[config.mk]
export PLATFORM = sky130hd
export DESIGN_NAME = useq
export DESIGN_NICKNAME = d
export VERILOG_FILES = /design/src/rtl/useq_pkg.sv /design/src/rtl/useq_decode.sv /design/src/rtl/useq.sv
export SDC_FILE = /design/constraint.sdc
export NUM_CORES = 1
export LEC_CHECK = 0
export CAP_MARGIN = 0
export CORE_ASPECT_RATIO = 0.9
export CORE_MARGIN = 3
export CORE_UTILIZATION = 24
export DETAILED_ROUTE_END_ITERATION = 10
export MAX_ROUTING_LAYER = met4
export PLACE_DENSITY = 0.59
export REMOVE_ABC_BUFFERS = 1
export SLEW_MARGIN = 15
export SYNTH_ARGS = -nofsm -noshare
export SYNTH_HDL_FRONTEND = slang
export SYNTH_SLANG_ARGS = --single-unit
[constraint.sdc]
create_clock -name clock -period 1.6 [get_ports clock]
set_clock_uncertainty 0.05 [all_clocks]
set_input_delay 0.32 -clock clock [delete_from_list [all_inputs] [get_ports clock]]
set_output_delay 0.32 -clock clock [all_outputs]
set_load 0.1 [all_outputs]
[src/rtl/useq_pkg.sv]
// rtl/useq_pkg.sv - shared definitions for the useq microsequencer
// Purpose: state encodings, opcode constants, instruction field positions,
//          the forced pc register index and the packed control word that
//          useq_decode hands back to useq.
// Ports:   none (package).
package useq_pkg;

    typedef enum logic [2:0] {
        S_FETCH      = 3'd0,
        S_FETCH_WAIT = 3'd1,
        S_T1         = 3'd2,
        S_T2         = 3'd3,
        S_T3         = 3'd4,
        S_HALT       = 3'd5
    } stateT;

    // Instruction fields: op = ir[15:12], dst = ir[11:9], srcA = ir[8:6], srcB = ir[5:3].
    // dst/srcA/srcB are decoded by the register-select block straight from ir.
    localparam int OP_MSB = 15;
    localparam int OP_LSB = 12;

    localparam logic [3:0] OP_NOP   = 4'd0;
    localparam logic [3:0] OP_MOV   = 4'd1;
    localparam logic [3:0] OP_LOAD  = 4'd2;
    localparam logic [3:0] OP_STORE = 4'd3;
    localparam logic [3:0] OP_JMP   = 4'd4;
    localparam logic [3:0] OP_JC    = 4'd5;
    localparam logic [3:0] OP_JZ    = 4'd6;
    localparam logic [3:0] OP_HALT  = 4'd7;

    localparam logic [2:0] PC_INDEX = 3'd7;

    typedef struct packed {
        logic       regselOE;
        logic       regselLoad;
        logic       regselOESourceSel;
        logic       regselLoadSourceSel;
        logic [2:0] regselUSeqRegSelOE;
        logic [2:0] regselUSeqRegSelLoad;
        logic       pcInc;
        logic       aluBLoad;
        logic       aluYLoad;
        logic       aluYOE;
        logic [2:0] aluF;
        logic       memAddrLoad;
        logic       memRead;
        logic       memWrite;
        logic       halted;
        logic       irLoad;
        logic       flagLoad;
    } ctrlT;

    localparam int CTRL_WIDTH = $bits(ctrlT);

    // Opcodes 8..15 are all ALU operations; the low three bits select the function.
    function automatic logic isAluOp(input logic [3:0] op);
        return op[3];
    endfunction

endpackage

[src/rtl/useq_decode.sv]
// rtl/useq_decode.sv - combinational next-state and control-word decode
// Purpose: from (state, opcode, flags, memReady) produce the next state and
//          every datapath/memory strobe for the current micro-cycle.
// Ports:   state     in  current sequencer state
//          op        in  ir[15:12]
//          flagC/Z   in  latched ALU carry / zero
//          memReady  in  memory handshake
//          nextState out state to load on the next clock
//          ctrlWord  out packed ctrlT control word
module useq_decode
    import useq_pkg::*;
(
    input  logic [2:0]            state,
    input  logic [3:0]            op,
    input  logic                  flagC,
    input  logic                  flagZ,
    input  logic                  memReady,
    output logic [2:0]            nextState,
    output logic [CTRL_WIDTH-1:0] ctrlWord
);

    stateT cur;
    stateT nxt;
    ctrlT  c;
    logic  jumpTaken;

    assign cur       = stateT'(state);
    assign nextState = nxt;
    assign ctrlWord  = c;

    assign jumpTaken = (op == OP_JMP) || ((op == OP_JC) && flagC) || ((op == OP_JZ) && flagZ);

    always_comb begin
        nxt = cur;
        unique case (cur)
            S_FETCH:      nxt = S_FETCH_WAIT;
            S_FETCH_WAIT: nxt = memReady ? S_T1 : S_FETCH_WAIT;
            S_T1: begin
                if (op == OP_HALT)
                    nxt = S_HALT;
                else if (isAluOp(op) || (op == OP_LOAD) || (op == OP_STORE))
                    nxt = S_T2;
                else
                    nxt = S_FETCH;
            end
            S_T2: begin
                if (isAluOp(op))
                    nxt = S_T3;
                else
                    nxt = memReady ? S_FETCH : S_T2;
            end
            S_T3:   nxt = S_FETCH;
            S_HALT: nxt = S_HALT;
            default: nxt = S_FETCH;
        endcase
    end

    always_comb begin
        c      = '0;
        c.aluF = op[2:0];
        unique case (cur)
            S_FETCH: begin
                c.regselOE           = 1'b1;
                c.regselOESourceSel  = 1'b1;
                c.regselUSeqRegSelOE = PC_INDEX;
                c.memAddrLoad        = 1'b1;
            end
            S_FETCH_WAIT: begin
                c.memRead = 1'b1;
                c.pcInc   = memReady;
                c.irLoad  = memReady;
            end
            S_T1: begin
                if (isAluOp(op)) begin
                    c.regselOE = 1'b1;
                    c.aluBLoad = 1'b1;
                end else if (op == OP_MOV) begin
                    c.regselOE   = 1'b1;
                    c.regselLoad = 1'b1;
                end else if ((op == OP_LOAD) || (op == OP_STORE)) begin
                    c.regselOE    = 1'b1;
                    c.memAddrLoad = 1'b1;
                end else if (jumpTaken) begin
                    c.regselOE             = 1'b1;
                    c.regselLoad           = 1'b1;
                    c.regselLoadSourceSel  = 1'b1;
                    c.regselUSeqRegSelLoad = PC_INDEX;
                end
            end
            S_T2: begin
                if (isAluOp(op)) begin
                    c.regselOE = 1'b1;
                    c.aluYLoad = 1'b1;
                    c.flagLoad = 1'b1;
                end else if (op == OP_LOAD) begin
                    c.memRead    = 1'b1;
                    // Only write the register once the read data is valid on the bus.
                    c.regselLoad = memReady;
                end else if (op == OP_STORE) begin
                    c.regselOE = 1'b1;
                    c.memWrite = 1'b1;
                end
            end
            S_T3: begin
                c.aluYOE     = 1'b1;
                c.regselLoad = 1'b1;
            end
            S_HALT:  c.halted = 1'b1;
            default: c = '0;
        endcase
    end

endmodule

[src/rtl/useq.sv]
// rtl/useq.sv - microsequencer top: state register, IR and ALU flags
// Purpose: fetch 16-bit instructions from dataBus and step them through
//          micro-cycles, driving register-select, ALU and memory strobes.
// Ports:   clock, reset (async active-low), dataBus, memReady, aluCout, aluZout in;
//          ir, regsel* strobes/selects, pcInc, aluBLoad/aluYLoad/aluYOE, aluF,
//          memAddrLoad/memRead/memWrite, halted out.
module useq
    import useq_pkg::*;
#(
    parameter int DATA_BUS_WIDTH = 16
) (
    input  logic                      clock,
    input  logic                      reset,
    input  logic [DATA_BUS_WIDTH-1:0] dataBus,
    input  logic                      memReady,
    input  logic                      aluCout,
    input  logic                      aluZout,
    output logic [DATA_BUS_WIDTH-1:0] ir,
    output logic                      regselOE,
    output logic                      regselLoad,
    output logic                      regselOESourceSel,
    output logic                      regselLoadSourceSel,
    output logic [2:0]                regselUSeqRegSelOE,
    output logic [2:0]                regselUSeqRegSelLoad,
    output logic                      pcInc,
    output logic                      aluBLoad,
    output logic                      aluYLoad,
    output logic                      aluYOE,
    output logic [2:0]                aluF,
    output logic                      memAddrLoad,
    output logic                      memRead,
    output logic                      memWrite,
    output logic                      halted
);

    logic [2:0]                state;
    logic [2:0]                nextState;
    logic [DATA_BUS_WIDTH-1:0] irQ;
    logic                      flagC;
    logic                      flagZ;
    logic [CTRL_WIDTH-1:0]     ctrlWord;
    ctrlT                      ctrl;

    useq_decode uDecode (
        .state     (state),
        .op        (irQ[OP_MSB:OP_LSB]),
        .flagC     (flagC),
        .flagZ     (flagZ),
        .memReady  (memReady),
        .nextState (nextState),
        .ctrlWord  (ctrlWord)
    );

    // While reset is held the state already sits in FETCH, whose decode would
    // drive pc onto the bus; gate everything so the datapath sees no strobes.
    assign ctrl = reset ? ctrlT'(ctrlWord) : '0;

    always_ff @(posedge clock or negedge reset) begin
        if (!reset) begin
            state <= S_FETCH;
            irQ   <= '0;
            flagC <= 1'b0;
            flagZ <= 1'b0;
        end else begin
            state <= nextState;
            if (ctrl.irLoad)
                irQ <= dataBus;
            if (ctrl.flagLoad) begin
                flagC <= aluCout;
                flagZ <= aluZout;
            end
        end
    end

    assign ir                   = irQ;
    assign regselOE             = ctrl.regselOE;
    assign regselLoad           = ctrl.regselLoad;
    assign regselOESourceSel    = ctrl.regselOESourceSel;
    assign regselLoadSourceSel  = ctrl.regselLoadSourceSel;
    assign regselUSeqRegSelOE   = ctrl.regselUSeqRegSelOE;
    assign regselUSeqRegSelLoad = ctrl.regselUSeqRegSelLoad;
    assign pcInc                = ctrl.pcInc;
    assign aluBLoad             = ctrl.aluBLoad;
    assign aluYLoad             = ctrl.aluYLoad;
    assign aluYOE               = ctrl.aluYOE;
    assign aluF                 = ctrl.aluF;
    assign memAddrLoad          = ctrl.memAddrLoad;
    assign memRead              = ctrl.memRead;
    assign memWrite             = ctrl.memWrite;
    assign halted               = ctrl.halted;

endmodule

* Yosys cells after proc, flatten, opt, wreduce, memory -nomap -nowiden
Index checks and enable logic that the tools add are counted.
** Storage, ports and cells
- Register bits after elaboration :: 21
- Output and inout port bits :: 37
- Logic and storage cells :: 72
- Input bits :: 21
** Operators by class
- Equality and inequality tests :: 12
- Mux-type cells :: 47
- Reductions and logical operators :: 9
** Operators with widths (count)
- 3-bit two-way mux :: 9
- 1-bit two-way mux :: 26
- 23-bit two-way mux :: 1
- 4-bit by 3-bit == test with 1-bit output (second input constant) :: 4
- 3-bit case mux with 5 select lines :: 1
- 2-bit two-way mux :: 6
- 4-bit by 2-bit == test with 1-bit output (second input constant) :: 2
- 3-bit by 2-bit == test with 1-bit output (second input constant) :: 2
- 3-bit == test (second input constant) :: 2
- 1-bit case mux with 3 select lines :: 2
- 6-bit OR reduction :: 1
- 1-bit logical OR :: 5
- 4-bit by 1-bit == test with 1-bit output (second input constant) :: 1
- 1-bit case mux with 2 select lines :: 2
- 3-bit by 1-bit == test with 1-bit output (second input constant) :: 1
- 3-bit zero test :: 1
- 1-bit logical AND :: 2

* Depth between registers and ports, before layout
- Depth after elaboration :: 10
- Gate-level depth with buffers :: 6
- Depth with buffers taken out :: 4

* Hierarchy
From an unflattened synthesis, not the netlist that was laid out.
** Second synthesis, totals
- Cell total of the unflattened synthesis :: 137
- Area, all modules :: 1477.7 um2
** By module, submodules not included
- useq :: area each 998.5 um2, times used 1, sequential area each 525.5 um2, cells each 74
- useq_decode :: area each 479.2 um2, times used 1, sequential area each 0.0 um2, cells each 63

* Worst setup path before layout
No wires, ideal clock.
- Path kind :: reg2out
- From :: register state[0]
- To :: output port regselOE
- Path buffers :: 2
- Slack :: -2.638 ns
- Stages on the path, launching flop included :: 5
- Arrival time :: 3.868 ns
- Required time :: 1.230 ns
- Cells stage by stage :: dfrtp_1 -> buf_4 -> clkbuf_1 -> nor3_1 -> nand3b_1
** Between the ends
- Word-level cells in the longest chain between the ends :: 3
- Elaborated cells between the ends (all ways) :: 5
- Classes of those cells :: eq/ne: 2; mux: 2; reduce/logical: 1
** Ends and longest elaborated chain
- from (decl) :: line useq.sv:36 : logic [2:0] state;
- from (signal assigned) :: line useq.sv:65 : state <= nextState;
- 3-bit by 2-bit == test with 1-bit output or 3-bit zero test (tied branches) :: line useq_decode.sv:61 : unique case (cur)
- 1-bit case mux with 3 select lines (*) :: line useq_decode.sv:61
- 23-bit two-way mux (*) :: line useq.sv:56 : assign ctrl = reset ? ctrlT'(ctrlWord) : '0;
- to (decl) :: line useq.sv:19 : output logic regselOE,
Mark *: on every way between the ends. The rest lies on a longest branch, timed or not.

* Final worst setup path
- From :: register irQ[15], in the netlist ir[15]
- To :: output port regselLoad
** Between the ends
- Word-level cells in the longest chain between the ends :: 10
- Elaborated cells between the ends (all ways) :: 19
- Classes of those cells :: eq/ne: 6; mux: 8; reduce/logical: 5
** Ends and longest elaborated chain
- from (decl) :: line useq.sv:38 : logic [DATA_BUS_WIDTH-1:0] irQ;
- from (signal assigned) :: line useq.sv:67 : irQ <= dataBus;
- 4-bit by 3-bit == test with 1-bit output :: line useq_decode.sv:31 : assign jumpTaken = (op == OP_JMP) || ((op == OP_JC) && flagC) || ((op == OP_JZ) && flagZ);
- 1-bit logical AND :: line useq_decode.sv:31
- 1-bit logical OR (2 in series) :: line useq_decode.sv:31
- 2-bit two-way mux :: line useq_decode.sv:83 : end else if (jumpTaken) begin
- 1-bit two-way mux :: line useq_decode.sv:80 : end else if ((op == OP_LOAD) || (op == OP_STORE)) begin
- 2-bit two-way mux :: line useq_decode.sv:77 : end else if (op == OP_MOV) begin
- 1-bit two-way mux :: line useq_decode.sv:74 : if (isAluOp(op)) begin
- 1-bit case mux with 3 select lines (*) :: line useq_decode.sv:61
- 23-bit two-way mux (*) :: line useq.sv:56
- to (decl) :: line useq.sv:20 : output logic regselLoad,
Marked as above.

==> impl_results.md <==
* Failing checks: setup timing
* Unique masters post-synth at 34
* Placed insts at roughly 260
* Fmax at ~0.46 GHz
* Hold_buf cts at 0
* Die X-Extent at just over 80 µm
* Nets at 227
* Reg clk slew, reported paths at about 80 ps
* Max Buffers Root-to-Sink at 2
* Global-route wire length before repair at 6190 µm
* Rows at 23
* H-tree level count at 1
* DR pass1 iterations at 4
* Final instance area at about 2700 µm²
* Slew Limit Fails at 0
* Post-Synth Adder-Cell Area at 0%
* Via density at around 4.6
* Layout cell share with drive strength beyond 1 at 63.4%
* Final HPWL DP at ~2900 µm
* WS Path Type: flop to output port
* CTS tree: built
* DRT iter0 DRCs at 54
* Initial antenna violation count at 1
* Outcome: finished with violations
* Critical path fanouts, max at 2
* Largest family of logic cells by synthesized area: simple AND/OR/NAND/NOR gates
* CORE AREA at between 4000 and 5000 µm²
* #FFs+latches synth at 21
* Wirelength per Cell at about 15 µm
* Dpl cell area at 2390 µm²
* Multi-input combinational cell area at between 700 and 800 µm²
* Sequential area share after synthesis at 43.2%
* Pin count of the biggest net entering global routing at 22
* # setup viols final at 40
* Reg area at ~530 µm²
* Die Span Y at roughly 74 µm
* Launching point of the worst reg2reg path: state[1]$_DFF_PN0_
* Synth Area in Compound Gates at 8.94%
* CTS Root Cell: clkbuf_8
* Via count at approximately 1200
* Area share of and/or/nand/nor cells after synthesis at between 20% and 30%
* Synth warnings at 0
* CP Capture Type: output port
* Min-delay worst type: input pin to async pin
* Period utilization at 135%
* Final Non-Filler Cells at about 270
* Worst reg2reg path endpoint: flagZ$_DFFE_PN0P_
* Die area at approximately 6000 µm²
* Mapped cell area at between 1000 and 1500 µm²
* Clock sink total at 21
* Data required, critical path at 1230 ps
* Final-report hold violation count at 0
* Number of max-cap violations at 0
* Area growth, synth to finish at 125%
* Commonest non-fill, non-tap cells in the layout: buf_12, buf_4, dfrtp_1
* Vias in the first global route at roughly 1300
* Ports at 58
* RSZ-0062 raised after global routing: true
* FF-to-FF setup slack at -90 ps
* Post-Synth XOR/XNOR Area at 0%
* Reg2Reg Depth at 8
* Initial core utilization at 26.1%
* Clock latency at the later pin of the worst-skew pair at between 200 and 300 ps
* Post-route setup slack at -567 ps
* DRC viols at 0
* Slew headroom at 75.8%
* WHS at around 300 ps
* Final RePlAce weighted congestion at 0.776
* FILL cells at around 380
* Overflow after GRT at 0
* PortBufs at 57
* Post-synthesis mux area share at ~15%
* Most common cell after layout, fill and taps aside: buf_12
* Setup Total Neg Slack at -8130 ps
* CTS Buf Count at 3
* Total GRT Usage at about 14%
* Number of synthesized flops with an enable pin at 0
* Async SR Flop Fraction at between 90% and 100%
* Worst setup SP type: flop
* Actual slew at the worst max-slew pin at around 360 ps
* Synth Instances at approximately 120
* Top FF cell, synth: dfrtp_1
* Final WL at between 3000 and 4000 µm
* Syn avg cell area at about 10 µm²
* Min cycle time layout at approximately 2200 ps
* Post-route ant nets at 0
* Crit path arrival time at 1800 ps
## synthesized netlist by cell type, types with 2 or more instances
cell type | count | area share (%)
nand2_1 | 10 | 3.1
and2_1 | 4 | 2.1
nand3b_1 | 3 | 1.8
dfrtp_1 | 21 | 43
nand3_1 | 5 | 2.1
buf_2 | 4 | 1.6
mux2_2 | 16 | 15
inv_1 | 5 | 1.5
nand2b_1 | 4 | 2.1
buf_6 | 2 | 1.8
o21ai_0 | 5 | 2.1
buf_4 | 7 | 4.3
nor2b_2 | 2 | 1.4
a21oi_1 | 3 | 1.2
nor2b_1 | 2 | 1.0
nor2_1 | 5 | 1.5
a21boi_0 | 2 | 1.2
nand4b_1 | 2 | 1.4
## final cells by class
class,instances,area share (%)
antenna,1,0.0913
clock buffer,3,1.51
clock inverter,1,0.183
inverter,5,0.959
multi-input combinational,78,26.8
sequential,21,19.2
tap,62,2.83
timing repair buffer,97,48.4
## repair_timing
item	4_1_cts	5_1_grt
buffers inserted	6	5
setup endpoints to repair	35	38
gates cloned	1	0
pin swaps	11	9
resized for setup	51	15
## kinds of logic after synthesis
group	after synthesis
AND/OR/NAND/NOR	46
AO/OA/AOI/OAI	16
flip-flops	21
multiplexers	16
buffers and inverters	19
## sequential cells by signal, indices dropped and copies added (netlist names)
name	flops
state	3
ir	16
flagZ	1
flagC	1
## worst max path at each step
stage	startpoint	endpoint	slack [ps]	cells after the start
finish	ir[15]$_DFFE_PN0P_	regselLoad	-570	5
global route	ir[15]$_DFFE_PN0P_	regselLoad	-610	5
floorplan	state[1]$_DFF_PN0_	regselOE	-8590	3
global placement	reset	regselLoadSourceSel	-440	5
detailed placement	reset	regselLoadSourceSel	-470	5
CTS	ir[12]$_DFFE_PN0P_	regselLoad	-570	5
## layer usage
layer  wire length [µm]  track usage [%]  up-vias
met1               1510             15.1      587
met3                309             3.68        6
met5                  0                -        -
li1                   -                -      576
met2               2010             24.7       51
met4                 55             4.50        0
## stage by stage
stage               setup slack, ps  util, %
floorplan                     -8590        -
global placement               -440     51.3
detailed placement             -473     51.3
CTS                            -573     57.6
global route                   -614     58.8
finish                         -567     58.8
## critical path, cell delays in order, from the launching register on
cell and delay, ps:
dfrtp_1 390, or4b_4 580, o22ai_4 130, a41oi_2 60, nor2b_2 180, buf_12 190
Power is not shown: default switching activity piles up to over one toggle a cycle in this logic, so the estimate is an artifact.
